### config.mk
export PLATFORM = sky130hd
export DESIGN_NAME = regfile_wr_arbiter
export DESIGN_NICKNAME = d
export VERILOG_FILES = /design/src/rtl/regfile_wr_arbiter.sv
export SDC_FILE = /design/constraint.sdc
export NUM_CORES = 1
export LEC_CHECK = 0
export BUFFER_PORTS_ARGS = -buffer_cell sky130_fd_sc_hd__buf_2
export CELL_PAD_IN_SITES_DETAIL_PLACEMENT = 0
export CELL_PAD_IN_SITES_GLOBAL_PLACEMENT = 1
export CORE_UTILIZATION = 36
export CTS_BUF_LIST = sky130_fd_sc_hd__clkbuf_8 sky130_fd_sc_hd__clkbuf_16
export DETAILED_ROUTE_END_ITERATION = 8
export HOLD_SLACK_MARGIN = 0.06
export PLACE_DENSITY_LB_ADDON = 0.15
export SLEW_MARGIN = 20
export SYNTH_ARGS = -nofsm -noshare
export SYNTH_HDL_FRONTEND = slang
export SYNTH_SLANG_ARGS = --single-unit
### constraint.sdc
create_clock -name clk -period 5.3 [get_ports clk]
set_input_delay 0.795 -clock clk [delete_from_list [all_inputs] [get_ports clk]]
set_output_delay 0.795 -clock clk [all_outputs]
set_load 0.005 [all_outputs]
### src/rtl/regfile_wr_arbiter.sv
// Round-robin arbiter for the register-file write port, with bounded locked bursts.
// Optional: define REG0_PROTECT_EN to suppress write_enable for writes targeting r0.
module regfile_wr_arbiter #(
    parameter int NUM_REQ  = 4,
    parameter int MAX_LOCK = 4
) (
    input  logic                 clk,
    input  logic                 rst_n,
    input  logic [NUM_REQ-1:0]   req,
    input  logic [NUM_REQ-1:0]   req_lock,
    input  logic [NUM_REQ*4-1:0] req_addr,
    input  logic [NUM_REQ*8-1:0] req_data,
    output logic [NUM_REQ-1:0]   gnt,
    output logic                 write_enable,
    output logic [3:0]           write_reg,
    output logic [7:0]           write_data,
    output logic                 busy
);
    localparam int PW = (NUM_REQ > 1) ? $clog2(NUM_REQ) : 1;
    localparam logic [3:0] LOCK_LAST = 4'(MAX_LOCK - 1);

    localparam logic [1:0] S_IDLE  = 2'd0;
    localparam logic [1:0] S_GRANT = 2'd1;
    localparam logic [1:0] S_LOCK  = 2'd2;

    logic [1:0]         state, state_nxt;
    logic [3:0]         lock_cnt, cnt_nxt;
    logic [PW-1:0]      rr_ptr, holder, rr_win, cand, g_idx;
    logic [NUM_REQ-1:0] elig;
    logic               rr_vld, hold_lock, lock_go, g_vld, we_nxt;

    logic [3:0] addr_a [NUM_REQ];
    logic [7:0] data_a [NUM_REQ];

    for (genvar i = 0; i < NUM_REQ; i++) begin : g_unpack
        assign addr_a[i] = req_addr[4*i +: 4];
        assign data_a[i] = req_data[8*i +: 8];
    end

    assign busy = (state != S_IDLE);

    always_comb begin
        hold_lock = req[holder] & req_lock[holder];
        // The requester on the output this cycle has stale inputs; skip it.
        elig = req;
        if (state != S_IDLE)
            elig[holder] = 1'b0;

        rr_vld = 1'b0;
        rr_win = '0;
        cand   = '0;
        for (int k = 0; k < NUM_REQ; k++) begin
            cand = PW'((int'(rr_ptr) + k) % NUM_REQ);
            if (!rr_vld && elig[cand]) begin
                rr_vld = 1'b1;
                rr_win = cand;
            end
        end

        lock_go = hold_lock &&
                  ((state == S_GRANT && MAX_LOCK > 1) ||
                   (state == S_LOCK  && lock_cnt < LOCK_LAST));

        g_vld     = 1'b0;
        g_idx     = '0;
        state_nxt = S_IDLE;
        cnt_nxt   = '0;
        if (lock_go) begin
            g_vld     = 1'b1;
            g_idx     = holder;
            state_nxt = S_LOCK;
            cnt_nxt   = (state == S_GRANT) ? 4'd1 : lock_cnt + 4'd1;
        end else if (rr_vld) begin
            g_vld     = 1'b1;
            g_idx     = rr_win;
            state_nxt = S_GRANT;
        end

`ifdef REG0_PROTECT_EN
        we_nxt = g_vld && (addr_a[g_idx] != 4'd0);
`else
        we_nxt = g_vld;
`endif
    end

    always_ff @(posedge clk or negedge rst_n) begin
        if (!rst_n) begin
            state        <= S_IDLE;
            lock_cnt     <= '0;
            rr_ptr       <= '0;
            holder       <= '0;
            gnt          <= '0;
            write_enable <= 1'b0;
            write_reg    <= '0;
            write_data   <= '0;
        end else begin
            state        <= state_nxt;
            lock_cnt     <= cnt_nxt;
            gnt          <= g_vld ? (NUM_REQ'(1) << g_idx) : '0;
            write_enable <= we_nxt;
            write_reg    <= g_vld ? addr_a[g_idx] : 4'd0;
            write_data   <= g_vld ? data_a[g_idx] : 8'd0;
            if (g_vld) begin
                holder <= g_idx;
                rr_ptr <= (g_idx == PW'(NUM_REQ - 1)) ? '0 : g_idx + PW'(1);
            end
        end
    end
endmodule

# --- Yosys cells after proc, flatten, opt, wreduce, memory -nomap -nowiden ---
# Index checks and enable logic that the tools add are counted.
classes:
  addsub: 5
  magnitude_cmp: 8
  n_eq_ne: 3
  n_shift: 1
  muxes: 41
  bitwise_logic: 4
  n_reduce_logical: 11
ops:
  columns: ["cell", "count"]
  rows:
  - ["$mux W4", 7]
  - ["$mux W8", 3]
  - ["$bmux W8 S2", 1]
  - ["$mux W2", 8]
  - ["$lt A2 B3 Y1 const B", 5]
  - ["$mux W1", 14]
  - ["$bmux W1 S2", 6]
  - ["$bmux W4 S2", 1]
  - ["$logic_and A1 B1 Y1", 6]
  - ["$add A2 B1 Y2 const B", 2]
  - ["$add A2 B2 Y2 const B", 2]
  - ["$add A4 B1 Y4 const B", 1]
  - ["$and A4 B4 Y4", 1]
  - ["$eq A2 B2 Y1 const B", 2]
  - ["$lt A4 B2 Y1 const B", 1]
  - ["$not A4 Y4", 1]
  - ["$shl A1 B2 Y4 const A", 1]
  - ["$ge A3 B3 Y1 const B", 1]
  - ["$logic_not A1 Y1", 3]
  - ["$not A2 Y3", 1]
  - ["$demux W1 S2", 1]
  - ["$eq A2 B1 Y1 const B", 1]
  - ["$ge A2 B1 Y1 const B", 1]
  - ["$reduce_bool A2 Y1", 1]
  - ["2 further kinds", 2]
totals:
  reg_bits: 27

# --- Depth between registers and ports, before layout ---
# Gate-level depths: netlist of the first run.
depth:
  depth_word: 26
  mapped_depth: 10
  depth_no_buf: 7

# --- Worst setup path before layout of the first run ---
# Ideal clock, no wire load.
synth_path:
  path_kind: "input to register"
  startpoint: "input req_lock[2]"
  endpoint: "register rr_ptr[1]"
  setup_time_ns: 0.125
  arrival_time_ns: 2.306
  required_ns: 5.175
  path_slack_ns: 2.869
  path_stages: 9
  path_cell_list: "nand2_1 -> o211ai_1 -> o211ai_4 -> a41oi_2 -> buf_6 -> buf_8 -> inv_1 -> ha_1 -> mux2_2"
synth_between:
  elab_chain_len: 7
synth_lines:
  columns: ["element", "line_no", "rtl"]
  rows:
  - ["from (decl)", "10", "input logic [NUM_REQ-1:0] req_lock,"]
  - ["$bmux W1 S2 (*)", "43", "hold_lock = req[holder] & req_lock[holder];"]
  - ["$mux W1 (not written as such) (*)", "43", null]
  - ["$and A1 B1 Y1 (*)", "43", null]
  - ["$logic_and A1 B1 Y1 (*)", "60", "lock_go = hold_lock &&"]
  - ["$mux W2 (*)", "68", "if (lock_go) begin"]
  - ["named net g_idx[0]", "28", "logic [PW-1:0] rr_ptr, holder, rr_win, cand, g_idx;"]
  - ["$add A2 B1 Y2 / $eq A2 B2 Y1 (equally long branches)", "105", "rr_ptr <= (g_idx == PW'(NUM_REQ - 1)) ? '0 : g_idx + PW'(1);"]
  - ["$mux W2 (*)", "105", null]
  - ["to (signal assigned)", "105", null]
  - ["to (decl)", "28", null]
# The timed path passes the listed nets; every way through them passes the cells marked *. The select of a mux whose other input is x is not followed.
# A chain may end at the register's enable or synchronous reset.

# --- Final worst setup path of the first run ---
layout_path:
  startpoint: "register holder[1]"
  endpoint: "register rr_ptr[1]"
layout_between:
  elab_chain_len: 23
layout_lines:
  columns: ["element", "line_no", "rtl"]
  rows:
  - ["from (decl)", "28", null]
  - ["from (signal assigned)", "104", "holder <= g_idx;"]
  - ["$lt A2 B3 Y1 (not written as such) / $ge A2 B1 Y1 (equally long branches)", "47", "elig[holder] = 1'b0;"]
  - ["$logic_and A1 B1 Y1 (not written as such)", "47", null]
  - ["$mux W1 (not written as such)", "47", null]
  - ["$demux W1 S2", "47", null]
  - ["$not A4 Y4 (no source line)", null, null]
  - ["$and A4 B4 Y4 (no source line)", null, null]
  - ["$mux W4", "46", "if (state != S_IDLE)"]
  - ["$bmux W1 S2", "54", "if (!rr_vld && elig[cand]) begin"]
  - ["[8 not listed]", null, null]
  - ["$logic_not A1 Y1", "54", null]
  - ["$logic_and A1 B1 Y1", "54", null]
  - ["$mux W2 / $mux W1 (equally long branches)", "54", null]
  - ["$mux W2", "73", "end else if (rr_vld) begin"]
  - ["$mux W2 (*)", "68", null]
  - ["named net g_idx[0]", "28", null]
  - ["$add A2 B1 Y2 / $eq A2 B2 Y1 (equally long branches)", "105", null]
  - ["$mux W2 (*)", "105", null]
# Marks and branches as above.

==> impl_metrics.py, run 1 <==
metrics = {
    "status": {
        "status": "finished clean",
    },
    "route": {
        "viasPerCell": 4.97,
        "wl_per_cell_um": 12.7,
        "antenna_left": 0,
        "drcViolationCount": 0,
        "firstDrtPassIters": 4,
        "vias": 1308,
        "wl_um": 3340,
        "drt-initial-drc-count": 37,
    },
    "finish": {
        "antenna_cells": 0,
        "post_route_cells_drive_above_1_share": 0.404,
        "fin_area_sq_um": 1950,
        "largest_reg_flops": 8,
        "nNetsFinal": 277,
        "fillers": 388,
        "top_register": "write_data",
        "area_growth_pct": 29.8,
    },
    "clock_network": {
        "clock_sinks": 27,
        "clock_latency_ps": 270,
        "h-tree-depth": 1,
        "cts_root_buf": "clkbuf_8",
        "cts_tree": "built",
        "numCtsBuffers": 3,
        "clock_path_buffers": 2,
        "cts_setup_buffers": 0,
        "cts_resized": 0,
        "holdBufCountCts": 0,
        "clk_pin_slew_ps": 90,
    },
    "floorplanning": {
        "io_pins": 76,
        "coreArea_sq_um": 4000,
        "std_cell_rows": 23,
        "die_h_um": 66.6,
        "dieArea_sq_um": 4430,
        "start_util": 0.375,
        "die_x_um": 66.6,
    },
    "grt": {
        "grt_use_total": 0.162,
        "grt_overflow": 0,
        "antenna_found_initial": 0,
        "grt_pass1_vias": 1247,
        "grt_pass1_wl_um": 5380,
        "grt_max_degree": 29,
    },
    "placement": {
        "dp.final_hpwl_um": 2590,
        "gp_congestion": 0.811,
        "portBuffers": 75,
        "placed_area_sq_um": 1900,
    },
    "sta": {
        "setup-tns-final_ps": 0,
        "timing.final.max_slew_violations": 0,
        "hold_slack_ps": 453,
        "worst_pin_slew_ps": 796,
        "skew_ps": 8.58,
        "rsz0062_at_grt": "no",
        "max_freq_mhz": 342,
        "slew_headroom": 0.469,
        "hold_violations": 0,
        "period_needed_ps": 2920,
        "finalCritPeriodShare": 0.552,
        "setup_viol": 0,
    },
    "logic_synthesis": {
        "synth_area_per_cell_sq_um": 10.9,
        "seq_area_frac_synth": 0.450,
        "yosys.area.top_type_share": 0.450,
        "synthTopCellsByArea": "dfrtp_1 (45%), mux2i_1 (16%), o22ai_1 (5.0%)",
        "synth_area_sq_um": 1500,
        "ys_types": 30,
        "yosysTopAreaCell": "dfrtp_1",
        "synthArstFlopShare": 1.00,
        "synth_ff_type": "dfrtp_1",
        "synth_edf_count": 0,
        "ys.warnings.count": 0,
        "ys_top_cells_by_count": "dfrtp_1 (27), mux2i_1 (24), o22ai_1 (12), nand2_1 (10), o21ai_0 (10)",
        "synth.most_common_cell": "dfrtp_1",
        "synth_seq_cells": 27,
        "synth_cells": 138,
    },
    "hold_path": {
        "hp-class": "reg -> reg",
    },
    "critical_path": {
        "cp_max_fo": 28,
        "max_stage_delay_ps": 590,
        "start_kind": "flip-flop",
        "crit_chain": "inv_1 -> o21ai_0 -> o21ai_0 -> a41oi_4 -> buf_4 -> inv_1 -> ha_1 -> mux2_2",
        "end_kind": "flip-flop",
        "crit_family": "compound AO/OA/AOI/OAI gates",
        "arrival_ps": 3090,
        "slowest_stage": "dfrtp_1",
        "critPathRequiredTime_ps": 5460,
        "critPathKind": "reg -> reg",
        "crit_buf_inv": 3,
    },
    "run": {
        "drv_cap": 0,
    },
    "pwr": {
        "peakVddDrop_uv": 219,
        "p_leak_nw": 1.05,
        "cellPowerDensity_nw_per_um2": 581,
    },
}
==> placed cells by master, fill, tap and decap left out, types with 5 or more instances in the layout <==
master,synthesis,final
o22ai_1,12,12
and2_1,5,5
nand2_1,10,10
a21oi_1,6,6
buf_2,2,75
o21ai_0,10,10
dfrtp_1,27,27
ha_1,5,5
mux2i_1,24,24
inv_1,7,7
==> final timing paths <==
path,from,to,slack [ps],cells after the start
worst max register to register,holder[1],rr_ptr[1],2380,8
worst min register to register,lock_cnt[0],lock_cnt[0],450,1
max in group asynchronous,rst_n,write_data[1],4400,1
worst min-delay path,lock_cnt[0],lock_cnt[0],450,1
worst max-delay path,holder[1],rr_ptr[1],2380,8
min in group asynchronous,rst_n,write_reg[1],510,1
==> final cells by class <==
class                           count  area, sq um  area share
Timing Repair Buffer               76          383       0.197
Sequential cell                    27          676       0.347
Multi-Input combinational cell     99          753       0.387
Clock buffer                        3         41.3      0.0212
Tap cell                           50         62.6      0.0321
Clock inverter                      1         5.00     0.00257
Inverter                            7         26.3      0.0135
==> where the power goes <==
group          switching [mW]  internal [mW]
Combinational           0.361          0.303
Sequential             0.0528          0.300
Clock                  0.0613         0.0526
==> kinds of logic after synthesis <==
group,count (synthesis),synth area share
compound gates,39,0.182
simple gates,28,0.0984
flops,27,0.450
mux,25,0.168
buf+inv,13,0.0575
fa+ha+maj,5,0.0417
other cells,1,0.00250
==> routing by layer <==
| layer | GRT usage | wire, um |
|---|---|---|
| met1 | 0.179 | 1380 |
| met4 | 0.0559 | 39 |
| met2 | 0.303 | 1710 |
| met3 | 0.0325 | 205 |
| met5 | 0 | 0 |
==> worst register-to-register path: cells and delay by family (launching register included) <==
kind            cells  cell delay (ps)
compound gates      3              920
flops               1              590
buf+inv             3              740
fa+ha+maj           1              310
mux                 1              260
==> stage by stage <==
stage	cells	util	worst slack, ps	power (mW)
after floorplan	139	-	2870	0.889
after CTS	263	0.487	2370	1.15
final	263	0.487	2380	1.13
after detailed placement	259	0.475	2340	1.03
after global routing	263	0.487	2020	1.24
after global placement	259	0.475	2420	1.01
(Power assumes the default switching activity.)
==> run 2, diff against run 1 <==
--- a/config.mk
+++ b/config.mk
@@ -5,10 +5,11 @@
 export SDC_FILE = /design/constraint.sdc
 export NUM_CORES = 1
 export LEC_CHECK = 0
+export ABC_AREA = 1
 export BUFFER_PORTS_ARGS = -buffer_cell sky130_fd_sc_hd__buf_2
 export CELL_PAD_IN_SITES_DETAIL_PLACEMENT = 0
 export CELL_PAD_IN_SITES_GLOBAL_PLACEMENT = 1
-export CORE_UTILIZATION = 36
+export CORE_UTILIZATION = 33
 export CTS_BUF_LIST = sky130_fd_sc_hd__clkbuf_8 sky130_fd_sc_hd__clkbuf_16
 export DETAILED_ROUTE_END_ITERATION = 8
 export HOLD_SLACK_MARGIN = 0.06
==> constraint.sdc (replaced) <==
create_clock -name clk -period 2.8 [get_ports clk]
set_input_delay 0.42 -clock clk [delete_from_list [all_inputs] [get_ports clk]]
set_output_delay 0.42 -clock clk [all_outputs]
set_load 0.005 [all_outputs]
==> impl_metrics.py, run 2 <==
metrics = {
    "finish": {
        "fillers": 562,
        "final_common_cell": "buf_2",
        "multi_input_area_sq_um": 833,
        "antenna_cells": 0,
        "fin_util": 0.435,
        "nNetsFinal": 372,
        "ff_latch_area_sq_um": 676,
        "top_register": "write_data",
        "post_route_cells_drive_above_1_share": 0.341,
        "largest_reg_flops": 8,
        "area_growth_pct": 27.5,
        "layout_common_cells": "buf_2 (75), nand2_1 (68), inv_1 (41)",
    },
    "logic_synthesis": {
        "seq_area_frac_synth": 0.390,
        "synth.most_common_cell": "nand2_1",
        "yosys.area.top_type_share": 0.390,
        "synth_ff_type": "dfrtp_1",
        "ys_types": 26,
        "synth_seq_cells": 27,
        "ys_top_cells_by_count": "nand2_1 (68), inv_1 (41), dfrtp_1 (27), nand3_1 (21), o211ai_1 (15)",
        "synthTopCellsByArea": "dfrtp_1 (39%), nand2_1 (15%), inv_1 (8.9%)",
        "synth_area_sq_um": 1730,
        "synth_cells": 232,
        "synth_area_per_cell_sq_um": 7.47,
        "synthArstFlopShare": 1.00,
        "synth_edf_count": 0,
        "ys.warnings.count": 0,
        "yosysTopAreaCell": "dfrtp_1",
    },
    "sta": {
        "rsz0062_at_grt": "no",
        "timing.final.max_slew_violations": 0,
        "skew_ps": 10.5,
        "finalCritPeriodShare": 0.879,
        "hold_violations": 0,
        "period_needed_ps": 2460,
        "worst_pin_slew_ps": 598,
        "slew_headroom": 0.601,
        "setup-tns-final_ps": 0,
        "setup_viol": 0,
        "max_freq_mhz": 406,
    },
    "clock_network": {
        "cts_setup_buffers": 0,
        "cts_tree": "built",
        "clock_path_buffers": 2,
        "cts_root_buf": "clkbuf_8",
        "h-tree-depth": 1,
        "clock_latency_ps": 280,
        "numCtsBuffers": 3,
        "clk_pin_slew_ps": 100,
        "holdBufCountCts": 0,
        "clock_sinks": 27,
        "cts_resized": 0,
    },
    "critical_path": {
        "end_kind": "flip-flop",
        "crit_family": "simple AND/OR/NAND/NOR gates",
        "critPathRequiredTime_ps": 2990,
        "cp_max_fo": 38,
        "r2r_end": "gnt[0]",
        "reg2regPathDepth": 12,
        "slowest_stage": "dfrtp_1",
        "rrSetupSlack_ps": 340,
        "crit_buf_inv": 2,
        "crit_top_cell": "nand2_1",
        "crit_chain": "ha_1 -> nor3_1 -> nand3_1 -> nand2_1 -> nand2_1 -> nor2_2 -> nand2_1 -> nand2_4 -> inv_1 -> ha_1 -> nand2_1 -> inv_1",
        "critPathKind": "reg -> reg",
        "reg2reg_from": "lock_cnt[0]",
        "start_kind": "flip-flop",
        "arrival_ps": 2650,
        "max_stage_delay_ps": 400,
    },
    "floorplanning": {
        "die_h_um": 74.5,
        "start_util": 0.341,
        "std_cell_rows": 26,
        "io_pins": 76,
        "coreArea_sq_um": 5070,
        "die_x_um": 74.5,
        "dieArea_sq_um": 5550,
    },
    "route": {
        "top_layer_used": "met4",
        "drcViolationCount": 1,
        "wl_um": 4000,
        "route.met3.wl_um": 168,
        "vias": 1616,
        "firstDrtPassIters": 6,
        "drt-initial-drc-count": 107,
        "viasPerCell": 4.28,
        "met1Wirelength_um": 2030,
        "wl_per_cell_um": 10.6,
        "dr_wl_met2_um": 1760,
        "antenna_left": 0,
    },
    "status": {
        "status": "finished with violations",
        "violations": "DRC",
    },
    "grt": {
        "grt_overflow": 0,
        "grt_use_total": 0.163,
        "grt_pass1_wl_um": 6880,
        "antenna_found_initial": 0,
        "grt_max_degree": 39,
        "grt_pass1_vias": 1543,
    },
    "pwr": {
        "cellPowerDensity_nw_per_um2": 1480,
        "peakVddDrop_uv": 687,
        "p_leak_nw": 1.29,
    },
    "placement": {
        "portBuffers": 75,
        "gp_congestion": 0.790,
        "dp.final_hpwl_um": 3240,
    },
    "run": {
        "drv_cap": 0,
    },
    "hold_path": {
        "hp-class": "in -> async",
    },
}
## run 2: cell types whose count changed after synthesis, sizes merged, moves of 4 or more
cell	previous run	this run
a21oi	6	10
o21ai	11	6
o22ai	12	0
and2	5	0
nand2	10	75
o211ai	4	16
nand3	3	24
nor2	2	9
mux2i	24	0
inv	7	46
## run 2: cell families after synthesis
kind of cell | Yosys count | share of synthesized area
and+or+nand+nor | 113 | 0.304
buffers and inverters | 52 | 0.131
AOI/OAI and AO/OA | 33 | 0.131
DFF | 27 | 0.390
adders and majority gates | 5 | 0.0361
xor gates and xnor gates | 1 | 0.00506
other | 1 | 0.00216
## run 2: per-layer routing
metal  vias to the layer above  global-route usage
li1                        881                   -
met2                        52               0.255
met3                         5              0.0217
met1                       678               0.230
met5                         -                   0
met4                         0              0.0524
## run 2: worst max path at each step
stage | start | end | slack, ps | cells past startpoint
2_1_floorplan | holder[0] | rr_ptr[1] | 740 | 16
5_1_grt | lock_cnt[0] | gnt[2] | 70 | 12
3_5_place_dp | lock_cnt[0] | gnt[0] | 310 | 12
3_3_place_gp | lock_cnt[0] | gnt[0] | 270 | 12
4_1_cts | lock_cnt[0] | gnt[0] | 290 | 12
6_report | lock_cnt[0] | gnt[0] | 340 | 12
## run 2: final cells by class
| type | instances | share of cell area |
|---|---|---|
| clock inverter | 1 | 0.00396 |
| sequential | 27 | 0.306 |
| tap | 70 | 0.0396 |
| inverter | 46 | 0.0781 |
| clock buffer | 3 | 0.0187 |
| timing repair buffer | 77 | 0.177 |
| multi-input combinational | 154 | 0.377 |
## run 2: metrics by stage
stage / setup WS [ps] / total power [mW] / hold slack (ps) / cells / instance area (sq um)
floorplan: 743 / 2.67 / 124 / 233 / 1740
global route: 65.0 / 3.72 / 196 / 378 / 2210
detailed placement: 306 / 3.09 / 457 / 374 / 2160
global placement: 271 / 3.10 / 445 / 374 / 2160
CTS: 291 / 3.34 / 155 / 378 / 2210
finish: 339 / 3.28 / 131 / 378 / 2210
## run 2: power breakdown
group	total (mW)	internal [mW]	leakage [nW]	switching, mW
Sequential	0.690	0.601	0.327	0.0889
Combinational	2.35	0.858	0.934	1.50
Clock	0.233	0.104	0.0261	0.128
Total	3.28	1.56	1.29	1.71
